$ cat src/rtl/addsub_pkg.sv
// Shared types and default geometry for the sequential add/subtract unit.
package addsub_pkg;

  typedef enum logic {
    OP_ADD = 1'b0,
    OP_SUB = 1'b1
  } op_e;

  typedef enum logic [1:0] {
    IDLE = 2'd0,
    RUN  = 2'd1,
    DONE = 2'd2
  } state_e;

  localparam int DEF_WIDTH = 64;
  localparam int DEF_CHUNK = 16;

endpackage

$ cat src/rtl/chunk_adder.sv
// Combinational ripple-carry adder for one slice of the sequential carry chain.
module chunk_adder #(
  parameter int W = 16
) (
  input  logic [W-1:0] a,
  input  logic [W-1:0] b,
  input  logic         cin,
  output logic [W-1:0] sum,
  output logic         cout
);

  logic [W:0] c;

  assign c[0] = cin;

  genvar gi;
  generate
    for (gi = 0; gi < W; gi++) begin : g_bit
      assign sum[gi]  = a[gi] ^ b[gi] ^ c[gi];
      assign c[gi+1]  = (a[gi] & b[gi]) | (c[gi] & (a[gi] ^ b[gi]));
    end
  endgenerate

  assign cout = c[W];

endmodule

$ cat src/rtl/seq_addsub_unit.sv
// Multi-cycle two's-complement add/subtract: one CHUNK-bit slice per cycle,
// valid/ready on both sides, flags registered when the result completes.
module seq_addsub_unit
  import addsub_pkg::*;
#(
  parameter int WIDTH = DEF_WIDTH,
  parameter int CHUNK = DEF_CHUNK
) (
  input  logic             clk,
  input  logic             rst_n,
  input  logic             in_valid,
  output logic             in_ready,
  input  logic             op,
  input  logic [WIDTH-1:0] a,
  input  logic [WIDTH-1:0] b,
  output logic             out_valid,
  input  logic             out_ready,
  output logic [WIDTH-1:0] sum,
  output logic             carry,
  output logic             overflow,
  output logic             zero,
  output logic             negative
);

  localparam int NCHUNK = WIDTH / CHUNK;
  localparam int IDX_W  = (NCHUNK > 1) ? $clog2(NCHUNK) : 1;

  generate
    if ((WIDTH % CHUNK) != 0 || NCHUNK < 1) begin : g_bad_width
      $error("seq_addsub_unit: WIDTH must be a positive multiple of CHUNK");
    end
  endgenerate

  state_e             state;
  logic [IDX_W-1:0]   idx;
  logic [WIDTH-1:0]   a_op;
  logic [WIDTH-1:0]   b_eff;
  logic               cy;

  logic [CHUNK-1:0]   a_slice;
  logic [CHUNK-1:0]   b_slice;
  logic [CHUNK-1:0]   slice_sum;
  logic               slice_cout;
  logic [WIDTH-1:0]   sum_next;
  logic               last;

  // Constant-index loops keep the slice muxes free of variable part-selects.
  always_comb begin
    a_slice  = '0;
    b_slice  = '0;
    sum_next = sum;
    for (int i = 0; i < NCHUNK; i++) begin
      if (idx == IDX_W'(i)) begin
        a_slice                    = a_op[i*CHUNK +: CHUNK];
        b_slice                    = b_eff[i*CHUNK +: CHUNK];
        sum_next[i*CHUNK +: CHUNK] = slice_sum;
      end
    end
  end

  assign last = (idx == IDX_W'(NCHUNK - 1));

  chunk_adder #(.W(CHUNK)) u_chunk_adder (
    .a    (a_slice),
    .b    (b_slice),
    .cin  (cy),
    .sum  (slice_sum),
    .cout (slice_cout)
  );

  always_ff @(posedge clk) begin
    if (!rst_n) begin
      state     <= IDLE;
      idx       <= '0;
      a_op      <= '0;
      b_eff     <= '0;
      cy        <= 1'b0;
      sum       <= '0;
      carry     <= 1'b0;
      overflow  <= 1'b0;
      zero      <= 1'b1;
      negative  <= 1'b0;
      in_ready  <= 1'b1;
      out_valid <= 1'b0;
    end else begin
      case (state)
        IDLE: begin
          if (in_valid) begin
            a_op     <= a;
            b_eff    <= (op_e'(op) == OP_SUB) ? ~b : b;
            cy       <= op;
            idx      <= '0;
            in_ready <= 1'b0;
            state    <= RUN;
          end
        end
        RUN: begin
          sum <= sum_next;
          cy  <= slice_cout;
          if (last) begin
            idx       <= '0;
            carry     <= slice_cout;
            overflow  <= (a_op[WIDTH-1] == b_eff[WIDTH-1]) &&
                         (sum_next[WIDTH-1] != a_op[WIDTH-1]);
            zero      <= (sum_next == '0);
            negative  <= sum_next[WIDTH-1];
            out_valid <= 1'b1;
            state     <= DONE;
          end else begin
            idx <= idx + 1'b1;
          end
        end
        DONE: begin
          if (out_ready) begin
            out_valid <= 1'b0;
            in_ready  <= 1'b1;
            state     <= IDLE;
          end
        end
        default: state <= IDLE;
      endcase
    end
  end

endmodule

$ cat config.mk
export PLATFORM = sky130hd
export DESIGN_NAME = seq_addsub_unit
export DESIGN_NICKNAME = d
export VERILOG_FILES = /design/src/rtl/addsub_pkg.sv /design/src/rtl/chunk_adder.sv /design/src/rtl/seq_addsub_unit.sv
export SDC_FILE = /design/constraint.sdc
export NUM_CORES = 1
export LEC_CHECK = 0
export CORE_AREA = 2 2 212 193
export CTS_BUF_LIST = sky130_fd_sc_hd__clkbuf_16
export DETAILED_ROUTE_END_ITERATION = 6
export DIE_AREA = 0 0 214 195
export GPL_ROUTABILITY_DRIVEN = 1
export MAX_ROUTING_LAYER = met4
export PLACE_DENSITY_LB_ADDON = 0.05
export SETUP_SLACK_MARGIN = 0.4
export SYNTH_ARGS = -nofsm -noshare
export SYNTH_HDL_FRONTEND = slang
export SYNTH_SLANG_ARGS = --single-unit
$ cat constraint.sdc
create_clock -name clk -period 13 [get_ports clk]
set_input_delay 2.6 -clock clk [delete_from_list [all_inputs] [get_ports clk]]
set_output_delay 2.6 -clock clk [all_outputs]
set_load 0.01 [all_outputs]
==> summary.txt <==
Yosys
  – Synth warn: 0
  – Synthesized area: 0.009804 mm^2
  – Number of synthesized register bits: 203
  – Synth area leader: dfxtp_1
  – Post-Syn Area per Cell: 8.503 um^2
  – Sequential area share after synthesis: 0.4145
  – Syn Nets: 1,306
  – Post-Synthesis Cells: 1,153
  – Most frequent cell after synthesis: nand2_1
  – Async SR Flop Fraction: 0
  – Commonest cells post-synth: nand2_1 (304), dfxtp_1 (203), o211a_1 (117)
  – Synth top area share: 0.4145
  – Main synth FF type: dfxtp_1
  – Synth area leaders: dfxtp_1 (41%), o211a_1 (12%), nand2_1 (12%), xnor2_1 (5.7%), a21oi_1 (4.8%)
  – Number of synthesized flops with an enable pin: 0
  – Yosys cell types: 46

Routing
  – Wirelength per Cell: 19.30 um
  – Total number of vias: 8,450
  – Residual DRC: 0
  – Vias/cell: 4.592
  – Initial drt markers: 599
  – Routed WL: 35,510 um
  – 1st-pass router iterations: 5
  – Post-DRT Antenna Nets: 0

Run
  – Maximum capacitance violations: 0

Worst setup path
  – Required time of the critical path: 13.46 ns
  – Slowest library cell on the worst path: ha_2
  – Crit path buf inv count: 5
  – Max FO, Critical Path: 42
  – Top cell by count, worst path: fa_1
  – Critical path's top delay family: adder cells
  – Critical Path AT: 10.58 ns
  – Largest stage delay on the critical path: 0.79 ns
  – Crit path launch type: flop
  – Worst flop-to-flop path startpoint: idx[0]
  – CP Capture Type: flop
  – Critical path launch point: idx[0]
  – Worst setup path class: reg2reg

Cells and area
  – N_diodes: 0
  – Final net count: 1,443
  – Layout area overhead: 32.08%
  – Layout cell share with drive strength beyond 1: 0.03976
  – Post-layout util: 0.3297

Timing
  – Clock Skews: 0.008420 ns
  – Worst Tran Pin Value: 1.156 ns
  – Final min period: 10.12 ns
  – Slew Viols, Final: 0
  – Setup TNS: 0 ns
  – Final Hold Violating Endpoints: 0
  – Fmax: 98.84 MHz
  – Final setup fails: 0
  – Relative max-transition margin: 0.2292
  – RSZ-0062 raised after global routing: false
  – Hold slack: 0.4521 ns
  – Final WS setup: 2.883 ns
  – Final period util: 0.7782

Worst hold path
  – Hold Path Origin: a_op[12]
  – HP Class: reg2reg

Pwr
  – Total Power: 1.666 mW
  – Max rail drop VDD: 0.07088 mV
  – Cell internal pwr: 1.182 mW
  – Power per cell area: 128.7 mW/mm^2
  – Combinational power share: 0.190
  – Switch Pwr: 0.4844 mW
  – Switch share: 0.2907
  – Seq pwr share: 0.413
  – Leak Pwr: 5.729 nW
  – Clk network pwr share: 0.396

Die
  – Die width: 214 um
  – Row count: 69
  – Core area: 0.03928 mm^2
  – Die Footprint: 0.04173 mm^2
  – Die height: 195 um
  – Initial Util: 0.2496
  – I/O Pins: 203

Clock network
  – CTS tree: built
  – Postcts setup bufs: 0
  – Clk buf depth: 3
  – CTS buffer count: 25
  – Hold_buf cts: 0
  – Root Driver: clkbuf_16
  – CTS Sinks: 203
  – CTS H-Tree Depth: 1
  – Clock insertion delay at the later pin of the skew report: 0.53 ns
  – Cts repair resizes: 0
  – Reg clk slew, reported paths: 0.06 ns

Status
  – Status: complete, no violations

Global route
  – First-pass GRT wire length: 54,300 um
  – Initial antenna violation count: 1
  – Largest net degree at the start of global routing: 115
  – Gr ovfl total: 0
  – Total track usage: 0.1727
  – Vias in the first global route: 8,541

Placement
  – Setup WS pre-CTS: 2.861 ns
  – Post-DP HPWL: 24,980 um
  – Port bufs: 202
  – Gp weighted congestion: 0.8341
## power groups by stage
stage / registers, mW / logic, mW / clock network (mW)
floorplan: 0.695 / 0.176 / 0
finish: 0.689 / 0.317 / 0.660
global placement: 0.703 / 0.318 / 0
global route: 0.694 / 0.348 / 0.706
detailed placement: 0.703 / 0.318 / 0
CTS: 0.689 / 0.320 / 0.680
## worst paths after layout
| path | endpoint | slack, ns | cells past startpoint |
|---|---|---|---|
| max | zero | 2.88 | 31 |
| min | a_op[12] | 0.45 | 2 |
| max reg2reg | zero | 2.88 | 31 |
| min reg2reg | a_op[12] | 0.45 | 2 |
## worst min-delay path: cells and delay by family (launching register included)
kind               cells  cell delay, ns
AOI/OAI and AO/OA      1            0.05
DFF                    1            0.31
and+or+nand+nor        1            0.05
## cell usage in the layout (no fill, tap or decap), types with 4 or more instances in the layout
cell,n
a21boi_0,18
a21boi_1,52
a21oi_1,94
and3_1,6
buf_4,11
clkbuf_16,25
clkdlybuf4s50_1,200
clkinv_1,7
dfxtp_1,203
fa_1,16
ha_2,4
inv_1,19
mux2i_1,9
nand2_1,304
nand3_1,5
nand3b_1,32
nand4_1,5
nor2_1,38
nor2b_1,12
o211a_1,117
o21ai_0,17
or4_1,11
xnor2_1,64
## per-layer routing
layer  part of all wire  vias to the layer above  GRT usage  wire length, um
met1               0.52                     3969     0.2485            18290
li1                   -                     4227          -                -
met5                  0                        -          -                0
met4              0.021                        0    0.03859              750
met3              0.045                       47    0.02850             1608
met2               0.42                      207     0.2518            14860
## logic make-up (layout without fill, tap and decap cells)
group           after synthesis  in the layout  share of synthesized area
compound gates              317            317                     0.2457
xor+xnor                     64             64                    0.05717
simple gates                427            427                     0.1912
mux                           9              9                   0.009189
buf+inv                     113            268                    0.04454
flops                       203            203                     0.4145
fa+ha+maj                    20             20                    0.03777
## stage by stage
| stage | std cells | area, um^2 |
|---|---|---|
| 2_1_floorplan | 1153 | 9804 |
| 6_report | 1840 | 12950 |
| 4_1_cts | 1840 | 12950 |
| 3_3_place_gp | 1795 | 12190 |
| 5_1_grt | 1840 | 12950 |
| 3_5_place_dp | 1795 | 12190 |
## registers in the layout, indices dropped and copies added, names as in the netlist
signal     flops
b_eff         64
carry          1
overflow       1
zero           1
state          2
idx            2
negative       1
out_valid      1
a_op          64
in_ready       1
cy             1
sum           64
## area by class of cell
| type | instances | area, um^2 |
|---|---|---|
| inverter | 11 | 41.29 |
| multi-input combinational | 837 | 5326 |
| clock inverter | 20 | 131.4 |
| tap | 532 | 665.6 |
| sequential | 203 | 4064 |
| timing repair buffer | 212 | 2096 |
| fill | 4175 | 26330 |
| clock buffer | 25 | 625.6 |
Power figures use the tool's default switching activity.
